$ cat src/rtl/conditioned_shiftreg_pkg.sv
// Shared constants and helpers for the conditioned shift register.
package conditioned_shiftreg_pkg;

    localparam int unsigned DEFAULT_WIDTH           = 8;
    localparam int unsigned DEFAULT_SYNC_STAGES     = 2;
    localparam int unsigned DEFAULT_DEBOUNCE_CYCLES = 10;

    // Ceiling log2; clog2(1) = 0.
    function automatic int unsigned clog2(input int unsigned value);
        int unsigned result;
        int unsigned span;
        result = 0;
        span   = 1;
        while (span < value) begin
            span   = span << 1;
            result = result + 1;
        end
        return result;
    endfunction

endpackage

$ cat src/rtl/conditioned_shiftreg_input_conditioner.sv
// Synchroniser + debouncer + edge detector for one raw board input.
module input_conditioner
    import conditioned_shiftreg_pkg::*;
#(
    parameter int unsigned SYNC_STAGES     = DEFAULT_SYNC_STAGES,
    parameter int unsigned DEBOUNCE_CYCLES = DEFAULT_DEBOUNCE_CYCLES
) (
    input  logic clk,
    input  logic reset,
    input  logic raw,
    output logic cond,
    output logic pos,
    output logic neg
);

    localparam int unsigned CNT_W = clog2(DEBOUNCE_CYCLES) + 1;

    logic [SYNC_STAGES-1:0] sync;
    logic [CNT_W-1:0]       cnt;
    logic                   cond_d;
    logic                   sync_val;

    assign sync_val = sync[SYNC_STAGES-1];

    // Conditioned value only flips after DEBOUNCE_CYCLES consecutive differing samples.
    always_ff @(posedge clk) begin
        if (reset) begin
            sync   <= '0;
            cnt    <= '0;
            cond   <= 1'b0;
            cond_d <= 1'b0;
        end else begin
            sync   <= {sync[SYNC_STAGES-2:0], raw};
            cond_d <= cond;
            if (sync_val == cond) begin
                cnt <= '0;
            end else if (cnt == CNT_W'(DEBOUNCE_CYCLES - 1)) begin
                cond <= ~cond;
                cnt  <= '0;
            end else begin
                cnt <= cnt + CNT_W'(1);
            end
        end
    end

    assign pos = cond & ~cond_d;
    assign neg = ~cond & cond_d;

endmodule

$ cat src/rtl/conditioned_shiftreg.sv
// Shift register driven by conditioned board inputs (serial clock, data, load).
// Optional status counter enabled by defining SHIFTREG_STATUS_EN.
module conditioned_shiftreg
    import conditioned_shiftreg_pkg::*;
#(
    parameter int unsigned WIDTH           = DEFAULT_WIDTH,
    parameter int unsigned SYNC_STAGES     = DEFAULT_SYNC_STAGES,
    parameter int unsigned DEBOUNCE_CYCLES = DEFAULT_DEBOUNCE_CYCLES,
    parameter bit          MSB_FIRST       = 1'b1,
    localparam int unsigned BC_W           = clog2(WIDTH + 1)
) (
    input  logic             clk,
    input  logic             reset,
    input  logic             sclk_raw,
    input  logic             sdata_raw,
    input  logic             load_raw,
    input  logic [WIDTH-1:0] parallel_in,
    output logic [WIDTH-1:0] parallel_out,
    output logic             serial_out,
`ifdef SHIFTREG_STATUS_EN
    output logic [BC_W-1:0]  bit_count,
    output logic             word_done,
`endif
    output logic             sclk_pos,
    output logic             sclk_neg
);

    logic sclk_cond;
    logic sdata_cond;
    logic sdata_pos;
    logic sdata_neg;
    logic load_cond;
    logic load_pos;
    logic load_neg;
    logic unused_cond_bits;

    input_conditioner #(
        .SYNC_STAGES    (SYNC_STAGES),
        .DEBOUNCE_CYCLES(DEBOUNCE_CYCLES)
    ) u_sclk (
        .clk  (clk),
        .reset(reset),
        .raw  (sclk_raw),
        .cond (sclk_cond),
        .pos  (sclk_pos),
        .neg  (sclk_neg)
    );

    input_conditioner #(
        .SYNC_STAGES    (SYNC_STAGES),
        .DEBOUNCE_CYCLES(DEBOUNCE_CYCLES)
    ) u_sdata (
        .clk  (clk),
        .reset(reset),
        .raw  (sdata_raw),
        .cond (sdata_cond),
        .pos  (sdata_pos),
        .neg  (sdata_neg)
    );

    input_conditioner #(
        .SYNC_STAGES    (SYNC_STAGES),
        .DEBOUNCE_CYCLES(DEBOUNCE_CYCLES)
    ) u_load (
        .clk  (clk),
        .reset(reset),
        .raw  (load_raw),
        .cond (load_cond),
        .pos  (load_pos),
        .neg  (load_neg)
    );

    assign unused_cond_bits = ^{sclk_cond, sdata_pos, sdata_neg, load_cond, load_neg};

    // Load edge outranks a coincident shift edge; the shift is dropped.
    always_ff @(posedge clk) begin
        if (reset) begin
            parallel_out <= '0;
        end else if (load_pos) begin
            parallel_out <= parallel_in;
        end else if (sclk_pos) begin
            if (MSB_FIRST) begin
                parallel_out <= {parallel_out[WIDTH-2:0], sdata_cond};
            end else begin
                parallel_out <= {sdata_cond, parallel_out[WIDTH-1:1]};
            end
        end
    end

    assign serial_out = MSB_FIRST ? parallel_out[WIDTH-1] : parallel_out[0];

`ifdef SHIFTREG_STATUS_EN
    // Counts accepted shifts; wraps to zero with a one-cycle word_done at WIDTH.
    always_ff @(posedge clk) begin
        if (reset) begin
            bit_count <= '0;
            word_done <= 1'b0;
        end else begin
            word_done <= 1'b0;
            if (load_pos) begin
                bit_count <= '0;
            end else if (sclk_pos) begin
                if (bit_count == BC_W'(WIDTH - 1)) begin
                    bit_count <= '0;
                    word_done <= 1'b1;
                end else begin
                    bit_count <= bit_count + BC_W'(1);
                end
            end
        end
    end
`endif

endmodule

$ cat config.mk
export PLATFORM = sky130hd
export DESIGN_NAME = conditioned_shiftreg
export DESIGN_NICKNAME = d
export VERILOG_FILES = /design/src/rtl/conditioned_shiftreg_pkg.sv /design/src/rtl/conditioned_shiftreg_input_conditioner.sv /design/src/rtl/conditioned_shiftreg.sv
export SDC_FILE = /design/constraint.sdc
export NUM_CORES = 1
export LEC_CHECK = 0
export ABC_AREA = 1
export BUFFER_PORTS_ARGS = -buffer_cell sky130_fd_sc_hd__buf_2
export CORE_ASPECT_RATIO = 1.4
export CORE_UTILIZATION = 40
export DETAILED_ROUTE_END_ITERATION = 8
export GPL_TIMING_DRIVEN = 0
export PLACE_DENSITY = 0.68
export SETUP_SLACK_MARGIN = 0.3
export SYNTH_ARGS = -nofsm -noshare
export SYNTH_HDL_FRONTEND = slang
export SYNTH_SLANG_ARGS = --single-unit
$ cat constraint.sdc
create_clock -name clk -period 1.11 [get_ports clk]
set_input_delay 0.111 -clock clk [delete_from_list [all_inputs] [get_ports clk]]
set_output_delay 0.111 -clock clk [all_outputs]
set_load 0.01 [all_outputs]
# Word level (Yosys, flattened, before mapping)
# Cells that the tools add are included.
# totals
out_inout_bits	11
in_bits	13
wordCells	41
register_bits	34
# classes
n_eq_ne	6
bitwise_logic	11
addsub	3
mux	2
n_reduce_logical	7
# ops
cell	n
8-bit two-way mux	2
5-bit by 1-bit adder with 5-bit output, second input constant	3
5-bit by 4-bit equality test with 1-bit output, second input constant	3
3-bit OR reduction	3
1-bit NOT	8
2-bit AND reduction	3
1-bit bitwise AND	3
1-bit equality test	3
2-bit nonzero test	1

# Depth between registers and ports, before layout
# depth
ltp_word	4
depth_mapped	7
depth_no_buf	6

# Modules after synthesis
# Synthesis repeated with hierarchy kept, for this count alone.
# unflattened
cells_unflattened	217
area_unflattened_um2	1586.5
# by_module_without_submodules
module	area_per_inst_um2	cells_per_inst	instances	seq_area_each_um2
input_conditioner	389.1	51	3	180.2
conditioned_shiftreg	419.2	64	1	160.2

# Worst setup path after synthesis
# No wires, ideal clock.
# synth_timing
path_type	reg2reg
start	register u_load.cond_d
end	register parallel_out[4]
t_arrival_ns	0.853
synth_period_minus_slack_ns	0.964
t_required_ns	1.000
setup_slack_ns	0.146
stages_incl_launch_ff	6
path_buffers	0
setup_ns	0.110
cell_sequence	dfxtp_1 -> inv_2 -> nand2_4 -> or2_2 -> nand3_1 -> inv_1
# synth_via
elab_chain_cells	3
elab_cells_between_ends	4
classes_between	mux: 1; bitwise: 2; reduce/logical: 1
# synth_rtl
item	line	rtl
from (decl)	conditioned_shiftreg_input_conditioner.sv:20	logic cond_d;
from (signal assigned)	conditioned_shiftreg_input_conditioner.sv:34	cond_d <= cond;
1-bit NOT (*)	conditioned_shiftreg_input_conditioner.sv:46	assign pos = cond & ~cond_d;
1-bit bitwise AND (*)	conditioned_shiftreg_input_conditioner.sv:46	
8-bit two-way mux or 2-bit nonzero test (tied branches)	--	
to (signal assigned)	conditioned_shiftreg.sv:80	parallel_out <= parallel_in;
to (signal assigned)	conditioned_shiftreg.sv:83	parallel_out <= {parallel_out[WIDTH-2:0], sdata_cond};
to (signal assigned)	conditioned_shiftreg.sv:85	parallel_out <= {sdata_cond, parallel_out[WIDTH-1:1]};
to (decl)	conditioned_shiftreg.sv:18	output logic [WIDTH-1:0] parallel_out,
# Mark *: on every way between the ends. The rest lies on a longest branch, timed or not.
# A chain may end at the register's enable or synchronous reset.

# Worst setup path in the final report
# layout_timing
start	register u_sclk.cond_d
end	output port sclk_neg
# layout_via
elab_chain_cells	1
# layout_rtl
item	line	rtl
from (decl)	conditioned_shiftreg_input_conditioner.sv:20	
from (signal assigned)	conditioned_shiftreg_input_conditioner.sv:34	
1-bit bitwise AND	conditioned_shiftreg_input_conditioner.sv:47	assign neg = ~cond & cond_d;
to (decl)	conditioned_shiftreg.sv:25	output logic sclk_neg
# Every way passes these cells.

==> results.md <==
* IO Count at 24
* Routed length per instance at 12.1 um
* Post-DP HPWL at 1.89 mm
* Post-detailed-route via-to-cell ratio at 4.88
* Clk pin slew, worst setup/hold paths at 0.07 ns
* # port buffers at 22
* Non-filler instance count after layout at 267
* Mapped Nets at 198
* Nets at 246
* # Max-Cap Violations at 0
* Hold Crit Start: load_raw
* Synth top area share at 47.3%
* Fin worst setup slack at 0.102 ns
* Post-Place Setup Slack at 0.135 ns
* Htree depth at 2
* Via Count at 1302
* Die area at 0.00384 mm2
* Core Rows at 25
* Final ANT Viol Nets at 0
* Reg-to-reg slack, setup at 0.14 ns
* Cell chain of the critical path: inv_2 > nor2_1 > buf_2
* R2R Path End: parallel_out[0]
* Maximum buffer depth of the clock tree at 2
* CP arrival at 0.90 ns
* Worst Tran Pin Value at 0.236 ns
* Share of cells above drive strength 1 at 51.1%
* Hold Crit Class: in -> reg
* Cell leakage power at 0.886 nW
* Tot GR Track Use at 18.2%
* First-pass GRT wire length at 5.04 mm
* CP max stage delay at 0.36 ns
* Initial antenna violation count at 0
* Num CTS Buffers at 5
* CTS Hold Bufs at 0
* Final setup viols at 0
* CTS Root Cell: clkbuf_8
* RSZ-0062 raised after global routing: yes
* Worst Clk Skew at 0.00614 ns
* DRC Markers at 0
* Min-Delay Endpoint: u_load.sync[0]
* Sequential-to-total area share from yosys stat at 47.3%
* Placed insts at 241
* Final min period at 1.01 ns
* Reg2Reg Launch Point: u_load.cond
* Register bit total from synthesis at 34
* Die W at 52.7 um
* Avg Cell Area, Syn at 8.04 um2
* Largest net degree at the start of global routing at 11
* Final-layout fill cell count at 281
* Starting Density at 42.2%
* Hold path cells at 3
* Max Slew Vio Count at 0
* Fmax at 992 MHz
* First DRT Iteration DRCs at 20
* Yosys cell types at 22
* Worst IR drop on VDD at 0.785 mV
* Clock Sink Count at 34
* CTS tree: built
* Final worst-path cycle share at 90.8%
* RD Place Congestion at 0.755
* Vias in the first global route at 1236
* DRT Wirelength at 3.22 mm
* Area growth syn-to-layout at 53.7%
* N_diodes at 0
* Setup tns final at 0 ns
* Cell taking the most area after synthesis: dfxtp_1
* Detailed Routing Iterations Pass 1 at 4
* GR Overflow Total at 0
* Worst hold slack at 0.0299 ns
* Final Hold Fails at 0
* Synth top area cells: dfxtp_1 (47%), nand3_1 (9.4%), nor2_1 (9.4%)
* Clk_lat worst skew at 0.28 ns
* Synthesized area at 0.00144 mm2
* Worst Setup End Kind: output port
* Status: finished clean
* Crit-path max FO at 3
* Startpoint Class: register
* R2r worst-path depth at 6
* Critical Path RT at 1.00 ns
* Mapped Cells at 179
* Worst Path Class, Setup: reg -> out
* PD cells at 976 mW/mm2
* Crit-path slowest cell: dfxtp_2
* Synthesis Warnings at 0
* DIE HEIGHT at 73.0 um
* Relative slew margins at 84.3%
* Floorplan core area at 0.00341 mm2
state kept, by name, indices dropped and copies added, names as in the netlist:
register	flops
parallel_out	8
u_load.cnt	5
u_load.cond	1
u_load.cond_d	1
u_load.sync	2
u_sclk.cnt	5
u_sclk.cond	1
u_sclk.cond_d	1
u_sclk.sync	2
u_sdata.cnt	5
u_sdata.cond	1
u_sdata.sync	2
cell usage after synthesis:
master     n
a21oi_1    7
a31oi_1    1
buf_2      1
buf_4      1
buf_6      3
dfxtp_1   34
ha_1       6
inv_1     14
inv_2      1
nand2_1   29
nand2_2    2
nand2_4    1
nand3_1   27
nand3_2    1
nand3b_1   1
nor2_1    36
nor2_2     1
nor2_4     2
o21ai_0    1
or2_2      1
xnor2_1    3
xor2_1     6
area by class of cell:
class	count	area, um2	share of cell area [%]
Timing Repair Buffer	40	333	15.1
Inverter	15	66.3	3.00
Clock inverter	2	10.0	0.453
Multi-Input combinational cell	126	906	41.0
Buffer	5	53.8	2.43
Sequential cell	34	723	32.7
Clock buffer	5	68.8	3.11
Tap cell	40	50.0	2.26
routing by layer:
layer	track usage [%]	vias to the layer above	part of all wire, %
met2	31.8	17	54
met4	7.89	0	1.8
met1	19.3	616	41
met5	0	-	0
li1	-	660	-
met3	6.25	9	2.9
stage by stage:
stage / utilization, % / power (mW) / area (um2)
floorplan: - / 1.31 / 1580
detailed placement: 51.1 / 1.34 / 1740
finish: 64.8 / 2.16 / 2210
CTS: 62.3 / 2.18 / 2120
global route: 64.8 / 2.24 / 2210
global placement: 51.1 / 1.34 / 1740
power by group:
group	internal (mW)	switching, mW
Combinational	0.0368	0.0427
Sequential	1.22	0.0123
Clock	0.420	0.429
cells by family after synthesis:
kind of cell | after synthesis | synth area share (%)
buffers and inverters | 20 | 7.13
flip-flops | 34 | 47.3
XOR/XNOR | 9 | 5.48
AO/OA/AOI/OAI | 9 | 3.22
adder cells (fa/ha/maj) | 6 | 5.22
AND/OR/NAND/NOR | 101 | 31.7
placed cells by master (no fill, tap or decap), types with 2 or more instances in the layout:
| master | n |
|---|---|
| nand3_1 | 18 |
| nand3_2 | 4 |
| nor2_1 | 26 |
| inv_4 | 4 |
| clkbuf_8 | 5 |
| a21oi_2 | 3 |
| nand2_1 | 28 |
| nand2_4 | 3 |
| nor2_2 | 9 |
| inv_1 | 8 |
| xnor2_1 | 3 |
| ha_4 | 6 |
| buf_6 | 15 |
| dfxtp_1 | 16 |
| clkinv_2 | 2 |
| a21oi_1 | 4 |
| dfxtp_2 | 10 |
| dfxtp_4 | 8 |
| inv_2 | 3 |
| xor2_1 | 6 |
| buf_4 | 15 |
| nand3_4 | 6 |
| nor2_4 | 4 |
| buf_2 | 13 |
worst max path at each step:
stage | startpoint | to | slack [ns] | cells after the start
global route | u_sclk.cond | sclk_pos | 0.05 | 3
floorplan | u_load.cond_d | parallel_out[3] | 0.21 | 7
global placement | u_load.cond_d | parallel_out[3] | 0.14 | 7
finish | u_sclk.cond_d | sclk_neg | 0.10 | 3
detailed placement | u_load.cond_d | parallel_out[3] | 0.13 | 7
CTS | u_sclk.cond_d | sclk_neg | 0.1 | 3
critical path, delay by kind of cell (launching register included):
kind,cells,cell delay [ns]
flops,1,0.36
simple gates,1,0.07
buf+inv,2,0.19
repair_timing:
action	4_1_cts	5_1_grt
gates cloned	2	1
gates resized for setup	44	16
endpoints found under the setup margin	37	38
buffers inserted	14	2
pin swaps	5	9
(Power assumes the default switching activity.)
